## src/rtl/alu_seq_unit_if.sv

```systemverilog
// -----------------------------------------------------------------------------
// alu_seq_unit_if
// Purpose : Request/response bundle for alu_seq_unit. Carries the operation
//           request (decode fields plus operands), the result handshake and
//           the status flags.
// Signals : in_valid/in_ready  - request handshake (requester -> unit)
//           alu_op             - 2-bit operation class
//           funct3/funct7/op   - instruction fields used when alu_op = 2'b10
//           src_a/src_b        - operands (src_b may carry an immediate)
//           out_valid/out_ready- result handshake (unit -> consumer)
//           result/zero        - registered result and result==0 flag
//           busy               - unit is not idle
// Modports: master - requester/consumer side
//           slave  - the ALU unit
// -----------------------------------------------------------------------------
interface alu_seq_unit_if #(
  parameter int XLEN = 32
);
  logic            in_valid;
  logic            in_ready;
  logic [1:0]      alu_op;
  logic [2:0]      funct3;
  logic [6:0]      funct7;
  logic [6:0]      op;
  logic [XLEN-1:0] src_a;
  logic [XLEN-1:0] src_b;
  logic            out_valid;
  logic            out_ready;
  logic [XLEN-1:0] result;
  logic            zero;
  logic            busy;

  modport master (
    output in_valid, alu_op, funct3, funct7, op, src_a, src_b, out_ready,
    input  in_ready, out_valid, result, zero, busy
  );

  modport slave (
    input  in_valid, alu_op, funct3, funct7, op, src_a, src_b, out_ready,
    output in_ready, out_valid, result, zero, busy
  );
endinterface

```

## src/rtl/alu_seq_unit.sv

```systemverilog
// -----------------------------------------------------------------------------
// alu_seq_unit
// Purpose : Single-issue integer ALU with a valid/ready request port and a
//           valid/ready result port. Non-shift operations complete in one
//           cycle. Shifts either iterate SHIFT_STEP bits per cycle through the
//           SHIFT state, or finish in one cycle when the barrel shifter is
//           enabled.
// Ports   : clk    - clock, all state updates on the rising edge
//           rst_n  - synchronous active-low reset
//           bus    - alu_seq_unit_if.slave (request, result, status flags)
// Params  : XLEN       - datapath width (power of two, >= 8)
//           SHIFT_STEP - max shift distance per SHIFT cycle (1..XLEN-1)
// Macro   : ALU_BARREL_SHIFT_EN - when defined, every shift completes in a
//           single cycle and the SHIFT state is never entered.
// -----------------------------------------------------------------------------
module alu_seq_unit #(
  parameter int XLEN       = 32,
  parameter int SHIFT_STEP = 1
) (
  input  logic          clk,
  input  logic          rst_n,
  alu_seq_unit_if.slave bus
);

  localparam int SHW = $clog2(XLEN);

`ifdef ALU_BARREL_SHIFT_EN
  localparam bit BARREL = 1'b1;
`else
  localparam bit BARREL = 1'b0;
`endif

  localparam logic [SHW-1:0] STEP = SHW'(SHIFT_STEP);

  typedef enum logic [1:0] {
    S_IDLE,
    S_SHIFT,
    S_DONE
  } state_t;

  typedef enum logic [3:0] {
    OP_ADD, OP_SUB, OP_SLL, OP_SLT, OP_SLTU,
    OP_XOR, OP_SRL, OP_SRA, OP_OR,  OP_AND
  } op_t;

  state_t          r_state;
  op_t             r_op;
  logic [XLEN-1:0] r_result;
  logic            r_zero;
  logic [SHW-1:0]  r_remaining;

  state_t          w_state_next;
  op_t             w_op_next;
  logic [XLEN-1:0] w_result_next;
  logic            w_zero_next;
  logic [SHW-1:0]  w_remaining_next;

  op_t             w_dec_op;
  logic [SHW-1:0]  w_shamt;
  logic            w_is_shift;
  logic            w_go_iter;
  logic [XLEN-1:0] w_alu;
  logic [SHW-1:0]  w_step;
  logic [SHW-1:0]  w_rem_dec;
  logic [XLEN-1:0] w_shifted;

  // Only bit 5 of op and funct7 participates in decode.
  logic w_unused_bits;
  assign w_unused_bits = ^{bus.funct7[6], bus.funct7[4:0], bus.op[6], bus.op[4:0]};

  function automatic logic [XLEN-1:0] shift_by(input op_t o,
                                               input logic [XLEN-1:0] v,
                                               input logic [SHW-1:0] n);
    logic [XLEN-1:0] s;
    case (o)
      OP_SLL:  s = v << n;
      OP_SRA:  s = XLEN'($signed(v) >>> n);
      default: s = v >> n;
    endcase
    return s;
  endfunction

  function automatic logic [XLEN-1:0] alu_eval(input op_t o,
                                               input logic [XLEN-1:0] a,
                                               input logic [XLEN-1:0] b);
    logic [XLEN-1:0] r;
    case (o)
      OP_ADD:  r = a + b;
      OP_SUB:  r = a - b;
      OP_SLT:  r = {{(XLEN-1){1'b0}}, ($signed(a) < $signed(b))};
      OP_SLTU: r = {{(XLEN-1){1'b0}}, (a < b)};
      OP_XOR:  r = a ^ b;
      OP_OR:   r = a | b;
      OP_AND:  r = a & b;
      OP_SLL, OP_SRL, OP_SRA: r = shift_by(o, a, b[SHW-1:0]);
      default: r = '0;
    endcase
    return r;
  endfunction

  // Operation decode from the request fields.
  always_comb begin
    w_dec_op = OP_ADD;
    case (bus.alu_op)
      2'b01: w_dec_op = OP_SUB;
      2'b10: begin
        case (bus.funct3)
          3'b000:  w_dec_op = ({bus.op[5], bus.funct7[5]} == 2'b11) ? OP_SUB : OP_ADD;
          3'b001:  w_dec_op = OP_SLL;
          3'b010:  w_dec_op = OP_SLT;
          3'b011:  w_dec_op = OP_SLTU;
          3'b100:  w_dec_op = OP_XOR;
          3'b101:  w_dec_op = bus.funct7[5] ? OP_SRA : OP_SRL;
          3'b110:  w_dec_op = OP_OR;
          default: w_dec_op = OP_AND;
        endcase
      end
      default: w_dec_op = OP_ADD;
    endcase
  end

  assign w_shamt    = bus.src_b[SHW-1:0];
  assign w_is_shift = (w_dec_op == OP_SLL) || (w_dec_op == OP_SRL) || (w_dec_op == OP_SRA);
  // Zero-distance shifts skip the SHIFT state: the result is just src_a.
  assign w_go_iter  = w_is_shift && (w_shamt != '0) && !BARREL;
  assign w_alu      = alu_eval(w_dec_op, bus.src_a, bus.src_b);

  // Iterative shift: r_result doubles as the accumulator while in SHIFT.
  assign w_step    = (r_remaining > STEP) ? STEP : r_remaining;
  assign w_rem_dec = r_remaining - w_step;
  assign w_shifted = shift_by(r_op, r_result, w_step);

  always_comb begin
    w_state_next     = r_state;
    w_op_next        = r_op;
    w_result_next    = r_result;
    w_zero_next      = r_zero;
    w_remaining_next = r_remaining;
    case (r_state)
      S_IDLE: begin
        if (bus.in_valid) begin
          w_op_next = w_dec_op;
          if (w_go_iter) begin
            w_state_next     = S_SHIFT;
            w_result_next    = bus.src_a;
            w_remaining_next = w_shamt;
          end else begin
            w_state_next     = S_DONE;
            w_result_next    = w_alu;
            w_zero_next      = (w_alu == '0);
            w_remaining_next = '0;
          end
        end
      end
      S_SHIFT: begin
        w_result_next    = w_shifted;
        w_remaining_next = w_rem_dec;
        if (w_rem_dec == '0) begin
          w_state_next = S_DONE;
          w_zero_next  = (w_shifted == '0);
        end
      end
      S_DONE: begin
        if (bus.out_ready) begin
          w_state_next = S_IDLE;
        end
      end
      default: w_state_next = S_IDLE;
    endcase
  end

  always_ff @(posedge clk) begin
    if (!rst_n) begin
      r_state     <= S_IDLE;
      r_op        <= OP_ADD;
      r_result    <= '0;
      r_zero      <= 1'b0;
      r_remaining <= '0;
    end else begin
      r_state     <= w_state_next;
      r_op        <= w_op_next;
      r_result    <= w_result_next;
      r_zero      <= w_zero_next;
      r_remaining <= w_remaining_next;
    end
  end

  assign bus.in_ready  = (r_state == S_IDLE);
  assign bus.out_valid = (r_state == S_DONE);
  assign bus.busy      = (r_state != S_IDLE);
  assign bus.result    = r_result;
  assign bus.zero      = r_zero;

endmodule

```

## src/flat_wrapper.sv

```systemverilog
// flat-port wrapper written by rule: the top's interface ports become plain ports
module alu_seq_unit_flat 
#(
  parameter int XLEN       = 32,
  parameter int SHIFT_STEP = 1
)
  (clk, rst_n, bus_in_valid, bus_alu_op, bus_funct3, bus_funct7, bus_op, bus_src_a, bus_src_b, bus_out_ready, bus_in_ready, bus_out_valid, bus_result, bus_zero, bus_busy);
  alu_seq_unit_if #(.XLEN(XLEN)) bus_i ();
  input  logic clk;
  input  logic rst_n;
  input wire logic [$bits(bus_i.in_valid)-1:0] bus_in_valid;
  input wire logic [$bits(bus_i.alu_op)-1:0] bus_alu_op;
  input wire logic [$bits(bus_i.funct3)-1:0] bus_funct3;
  input wire logic [$bits(bus_i.funct7)-1:0] bus_funct7;
  input wire logic [$bits(bus_i.op)-1:0] bus_op;
  input wire logic [$bits(bus_i.src_a)-1:0] bus_src_a;
  input wire logic [$bits(bus_i.src_b)-1:0] bus_src_b;
  input wire logic [$bits(bus_i.out_ready)-1:0] bus_out_ready;
  output wire logic [$bits(bus_i.in_ready)-1:0] bus_in_ready;
  output wire logic [$bits(bus_i.out_valid)-1:0] bus_out_valid;
  output wire logic [$bits(bus_i.result)-1:0] bus_result;
  output wire logic [$bits(bus_i.zero)-1:0] bus_zero;
  output wire logic [$bits(bus_i.busy)-1:0] bus_busy;
  assign bus_i.in_valid = bus_in_valid;
  assign bus_i.alu_op = bus_alu_op;
  assign bus_i.funct3 = bus_funct3;
  assign bus_i.funct7 = bus_funct7;
  assign bus_i.op = bus_op;
  assign bus_i.src_a = bus_src_a;
  assign bus_i.src_b = bus_src_b;
  assign bus_i.out_ready = bus_out_ready;
  assign bus_in_ready = bus_i.in_ready;
  assign bus_out_valid = bus_i.out_valid;
  assign bus_result = bus_i.result;
  assign bus_zero = bus_i.zero;
  assign bus_busy = bus_i.busy;
  alu_seq_unit #(.XLEN(XLEN), .SHIFT_STEP(SHIFT_STEP)) u_core (.clk(clk), .rst_n(rst_n), .bus(bus_i));
endmodule
```

## config.mk

```make
export PLATFORM = sky130hd
export DESIGN_NAME = alu_seq_unit_flat
export DESIGN_NICKNAME = d
export VERILOG_FILES = /design/src/rtl/alu_seq_unit_if.sv /design/src/rtl/alu_seq_unit.sv /design/src/flat_wrapper.sv
export SDC_FILE = /design/constraint.sdc
export NUM_CORES = 1
export LEC_CHECK = 0
export CAP_MARGIN = 20
export CORE_MARGIN = 5
export CORE_UTILIZATION = 35
export DETAILED_ROUTE_END_ITERATION = 8
export PLACE_DENSITY = 0.59
export RECOVER_POWER = 25
export SYNTH_ARGS = -nofsm -noshare
export SYNTH_HDL_FRONTEND = slang
export SYNTH_SLANG_ARGS = --single-unit
export TNS_END_PERCENT = 10
```

## constraint.sdc

```tcl
create_clock -name clk -period 9 [get_ports clk]
set_input_delay 1.8 -clock clk [delete_from_list [all_inputs] [get_ports clk]]
set_output_delay 1.8 -clock clk [all_outputs]
set_load 0.1 [all_outputs]
```

==> results of run 1 <==
-- cell usage after synthesis (all sizes together), types with 11 or more instances --
cell	instances
nand2b	21
mux4	56
a21o	20
nand3	35
a221oi	29
mux2	21
buf	75
o211a	14
nor2	181
dfxtp	44
a211oi	45
o211ai	45
ha	100
o221ai	12
a22oi	21
o31ai	11
nand2	164
and2	18
nor4	24
mux2i	87
nand4	20
a21oi	177
o21ai	132
inv	99
clkbuf	101
nor3	61
o22ai	22
a31oi	23
nor2b	35
-- sequential cells by signal (all words and copies together), names as in the netlist --
name and count:
u_core.r_remaining 5, u_core.r_state 2, u_core.r_op 4, u_core.bus.result 32, u_core.bus.zero 1
-- layer usage --
layer,global-route usage (%),wire [µm],up-vias
met5,0,13,-
met4,13.1,3760,2
met3,4.36,6640,161
met2,47.4,29800,972
met1,42.7,28300,7680
li1,-,-,7173
-- critical path, cell delays in order --
cell and delay, ns:
dlygate4sd3_1 0.59, inv_1 0.06, ha_1 0.28, clkbuf_1 0.44, nand2b_1 0.46, nor2_1 0.78, nor2_1 0.16, nand2_1 0.12
buf_4 0.35, o221ai_1 0.18, o21ai_0 0.59, nand3_1 0.20, nor3b_1 0.36, nand4_1 0.20, nor4_1 0.66, nand4_1 0.26
o21ai_1 0.17
-- cell families after synthesis --
logic type | count (synthesis)
AO/OA/AOI/OAI | 685
AND/OR/NAND/NOR | 617
buffers and inverters | 277
multiplexers | 164
adder cells (fa/ha/maj) | 102
flip-flops | 44
XOR/XNOR | 11
-- placed cells by master, fill, tap and decap left out, drive strengths merged, types with 18 or more instances in the layout --
| master | n |
|---|---|
| nor4 | 24 |
| buf | 56 |
| ha | 100 |
| mux2i | 87 |
| dlygate4sd3 | 19 |
| a21oi | 177 |
| mux2 | 21 |
| and2 | 18 |
| nand2 | 164 |
| a21o | 20 |
| nor3 | 61 |
| o21ai | 132 |
| clkdlybuf4s50 | 86 |
| nor2b | 35 |
| a221oi | 29 |
| o211ai | 45 |
| o22ai | 22 |
| mux4 | 56 |
| a22oi | 21 |
| nand3 | 35 |
| nand2b | 21 |
| a31oi | 23 |
| nor2 | 181 |
| dfxtp | 44 |
| nand4 | 20 |
| a211oi | 45 |
| inv | 99 |
-- path summary, 6_finish.rpt --
kind / startpoint / to / slack, ns / cells after the start
worst max-delay path: bus_alu_op[0] / u_core.bus.zero / 1.57 / 17
worst min-delay path: u_core.r_op[3] / u_core.r_op[3] / 0.46 / 2
worst max register to register: u_core.r_remaining[2] / u_core.bus.zero / 5.07 / 11
worst min register to register: u_core.r_op[3] / u_core.r_op[3] / 0.46 / 2
-- cell type report --
| cell class | instances | area, µm² |
|---|---|---|
| clock buffers | 8 | 146 |
| multi-input cells | 1579 | 11500 |
| inverters | 101 | 379 |
| flip-flops and latches | 44 | 881 |
| repair buffers | 162 | 1480 |
| fillers | 4125 | 23400 |
| well taps | 518 | 648 |
-- report_power, final --
part	leakage (nW)	switching [mW]	internal, mW	total [mW]
Sequential	0.362	0.0263	0.213	0.240
Clock	0.0712	0.0812	0.111	0.192
Combinational	5.32	0.753	0.366	1.12
-- per-stage QoR --
step	worst slack [ns]	cells	utilization, %
after floorplan	3.19	1900	-
final	1.57	2412	39.1
after global routing	1.66	2412	39.1
after CTS	2.35	2411	39.0
after global placement	2.04	2403	38.7
after detailed placement	2.05	2403	38.7
==> impl_metrics.py, run 1 <==
metrics = {
    "status": {
        "status": "finished clean",
    },
    "yosys": {
        "yosysTopAreaCellShare_pct": 9.25,
        "ys.flop_type": "dfxtp_1",
        "synth_fa_ha_area_share_pct": 9.55,
        "avgSynthCellArea_um2": 7.12,
        "synth_top_family_by_area": "compound AO/OA/AOI/OAI gates",
        "synth.mux.area_fraction_pct": 17.6,
        "yosys_warnings": 0,
        "ys_types": 100,
        "synth_compound_area_share_pct": 34.8,
        "syn_area_mm2": 0.0135,
        "yosysTopAreaCell": "ha_1",
        "synth_edf_count": 0,
        "synth_cells": 1900,
        "synth_area_leaders": "ha_1, mux4_2, a21oi_1",
        "synthArstFlopShare_pct": 0,
        "yosys.area_share.simple_pct": 21.9,
        "synth-seq-cells": 44,
        "synth_xor_area_share_pct": 0.712,
        "synth-seq-area-share_pct": 6.51,
        "synth_nets": 2089,
    },
    "floorplanning": {
        "core_area_mm2": 0.0385,
        "pin_count": 123,
        "die_area_mm2": 0.0427,
        "start_util_pct": 35.2,
        "die_h_um": 207,
        "row_count": 72,
        "die_w_um": 207,
    },
    "clocking": {
        "numCtsBuffers": 5,
        "clk_pin_slew_ns": 0.06,
        "cts_resized": 0,
        "clockBufferDepth": 2,
        "h-tree-depth": 2,
        "ctsHoldBuffers": 0,
        "post_cts_buffers": 0,
        "cts_sinks": 44,
        "clock_latency_ns": 0.30,
        "cts_root_buf": "clkbuf_16",
        "cts_tree": "yes",
    },
    "route": {
        "drt_pass1_iterations": 8,
        "routedWlPerCell_um": 28.4,
        "ant_nets": 0,
        "drcViolationCount": 0,
        "wl_um": 68500,
        "vias_per_cell": 6.63,
        "drtIter0Drc": 2061,
        "route.vias.total": 16000,
    },
    "timing": {
        "drv_slew": 0,
        "fin_setup_tns_ns": 0,
        "setup_viol": 0,
        "rsz0062_at_grt": "no",
        "skew_ns": 0.00538,
        "clock.fmax_mhz": 135,
        "period_share_pct": 82.6,
        "hold_slack_ns": 0.461,
        "slew_headroom_pct": 25.7,
        "hold_viol": 0,
        "worst-slew-pin-transition_ns": 1.09,
        "period_minus_slack_ns": 7.43,
    },
    "setup_path": {
        "end_kind": "flip-flop",
        "arrival_ns": 7.67,
        "worst-setup-path-type": "primary input to flip-flop",
        "start_kind": "primary input",
        "cp_max_fo": 24,
        "cp.required_ns": 9.23,
    },
    "placement": {
        "port_buffers": 110,
        "dp_hpwl_um": 52200,
        "placed_cell_area_mm2": 0.0149,
        "gp_congestion": 1.03,
    },
    "grt": {
        "overflow": 0,
        "grt_max_degree": 58,
        "grt_usage_pct": 30.7,
        "grt_pass1_wl_um": 99200,
        "grt_pass1_vias": 14600,
        "antenna_found_initial": 1,
    },
    "layout": {
        "antenna-diode-count": 0,
        "final_area_mm2": 0.0150,
        "nets": 2082,
        "syn_to_final_growth_pct": 11.2,
        "drive_gt1_share_pct": 10.0,
    },
    "min_path": {
        "min_path_type": "flip-flop to flip-flop",
    },
    "pwr": {
        "leakage_nw": 5.75,
        "finalPower_mw": 1.55,
        "ir_drop_v": 0.0000836,
        "p_per_area_mw_per_mm2": 103,
    },
    "run": {
        "cap_violations": 0,
    },
}
(Power assumes the default switching activity.)
==> inputs of run 2 (changes only) <==
Clock period 9 ns to 7.4 ns, I/O delays scaled along.
==> run 2 against run 1 <==
Net effect:
- clock power rose by 19%
- via count rose by 1.6%
- global-route usage decreased by 0.30 points
- combinational power rose by 22%
- die area unchanged
- sequential power is 21% higher
- first-iteration DRC count rose by 0.29%
- utilization is 0.48 points higher
- count of clock-buffer cells in the layout is the same
- highest routed layer unchanged
- critical endpoint unchanged
==> impl_metrics.py, run 2 (synthesis gave the netlist of run 1 again) <==
metrics = {
    "status": {
        "status": "finished clean",
    },
    "min_path": {
        "min_path_type": "flip-flop to flip-flop",
        "whs_endpoint": "u_core.r_op[3]",
        "holdPathStages": 2,
        "hp-start": "u_core.r_op[3]",
    },
    "run": {
        "cap_violations": 0,
    },
    "floorplanning": {
        "die_w_um": 207,
        "die_area_mm2": 0.0427,
        "die_h_um": 207,
        "row_count": 72,
        "pin_count": 123,
        "core_area_mm2": 0.0385,
        "start_util_pct": 35.2,
    },
    "clocking": {
        "clockBufferDepth": 2,
        "cts_root_buf": "clkbuf_16",
        "cts_tree": "yes",
        "clock_latency_ns": 0.29,
        "ctsHoldBuffers": 0,
        "clk_pin_slew_ns": 0.06,
        "cts_resized": 0,
        "cts_sinks": 44,
        "numCtsBuffers": 5,
        "post_cts_buffers": 0,
        "h-tree-depth": 2,
    },
    "timing": {
        "setup_viol": 0,
        "period_share_pct": 81.2,
        "skew_ns": 0.00593,
        "rsz0062_at_grt": "no",
        "fin_ws_ns": 1.39,
        "slew_headroom_pct": 27.3,
        "hold_viol": 0,
        "period_minus_slack_ns": 6.01,
        "fin_setup_tns_ns": 0,
        "worst-slew-pin-transition_ns": 1.08,
        "clock.fmax_mhz": 166,
        "drv_slew": 0,
    },
    "layout": {
        "syn_to_final_growth_pct": 12.5,
        "layout_commonest_cell": "nor2_1",
        "mostFrequentLayoutCells": "nor2_1, a21oi_1, nand2_1, o21ai_0, ha_1",
        "nets": 2104,
        "drive_gt1_share_pct": 11.1,
        "largest_reg_flops": 32,
        "final_area_mm2": 0.0152,
    },
    "grt": {
        "grt_usage_pct": 30.4,
        "grt_pass1_vias": 14900,
        "antenna_found_initial": 1,
        "grt_pass1_wl_um": 99100,
        "overflow": 0,
        "grt_max_degree": 73,
    },
    "setup_path": {
        "r2r-start": "u_core.r_state[0]",
        "start_kind": "primary input",
        "arrival_ns": 6.23,
        "rr_worst_depth": 11,
        "cp_max_fo": 16,
        "r2r_end": "u_core.bus.zero",
        "worst-setup-path-type": "primary input to flip-flop",
        "end_kind": "flip-flop",
        "reg2reg_slack_ns": 3.76,
        "cp.required_ns": 7.62,
    },
    "pwr": {
        "leakage_nw": 5.87,
        "p_per_area_mw_per_mm2": 124,
        "ir_drop_v": 0.0000952,
    },
    "route": {
        "vias_per_cell": 6.67,
        "wl_um": 67700,
        "route.vias.total": 16200,
        "drt_pass1_iterations": 7,
        "ant_nets": 0,
        "drcViolationCount": 0,
        "routedWlPerCell_um": 27.8,
        "drtIter0Drc": 2067,
    },
    "placement": {
        "dp_worst_setup_slack_ns": 1.23,
        "placed_cell_area_mm2": 0.0150,
        "dp_hpwl_um": 52200,
        "port_buffers": 110,
        "gp_congestion": 1.07,
    },
}
run 2: worst max-delay path by stage:
stage	cells after the start	end	startpoint
finish	15	u_core.bus.zero	bus_alu_op[0]
global route	15	u_core.bus.zero	bus_alu_op[0]
CTS	15	u_core.bus.zero	bus_alu_op[0]
detailed placement	15	u_core.bus.zero	bus_alu_op[0]
global placement	15	u_core.bus.zero	bus_alu_op[0]
floorplan	19	u_core.bus.zero	bus_src_b[3]
run 2: metrics by stage:
step | utilization, % | hold WS [ns] | std cells | power [mW]
floorplan | - | 0.438 | 1900 | 1.20
global placement | 39.1 | 0.449 | 2425 | 1.62
detailed placement | 39.1 | 0.456 | 2425 | 1.62
CTS | 39.5 | 0.464 | 2433 | 1.85
global route | 39.5 | 0.491 | 2434 | 1.98
finish | 39.6 | 0.463 | 2437 | 1.89
run 2: layout make-up:
class	instances	area, µm²
sequential	44	881
clock buffer	8	146
inverter	101	379
antenna	3	7.51
timing repair buffer	184	1660
fill	4072	23200
tap	518	648
multi-input combinational	1579	11500
run 2: critical path: stages:
cell             delay [ns]
clkdlybuf4s50_1        0.53
inv_1                  0.06
ha_1                   0.77
nand2b_1               0.38
a21oi_1                0.24
nand2_1                0.58
o221ai_1               0.24
o21ai_0                0.42
nand3_1                0.16
nor3b_1                0.36
nand4_1                0.18
nor4_1                 0.36
buf_4                  0.20
nand4_1                0.12
o21ai_1                0.15
run 2: report_power, final:
group | internal (mW) | switching (mW) | total [mW]
clock network | 0.135 | 0.0936 | 0.228
logic | 0.455 | 0.912 | 1.37
registers | 0.259 | 0.0316 | 0.291
total | 0.849 | 1.04 | 1.89
run 2: per-layer routing:
| layer | wire length, µm | up-vias | track usage, % |
|---|---|---|---|
| li1 | - | 7223 | - |
| met1 | 27600 | 7753 | 41.8 |
| met2 | 28400 | 1061 | 45.5 |
| met3 | 6850 | 207 | 4.53 |
| met4 | 4780 | 2 | 17.0 |
| met5 | 20 | - | 0 |
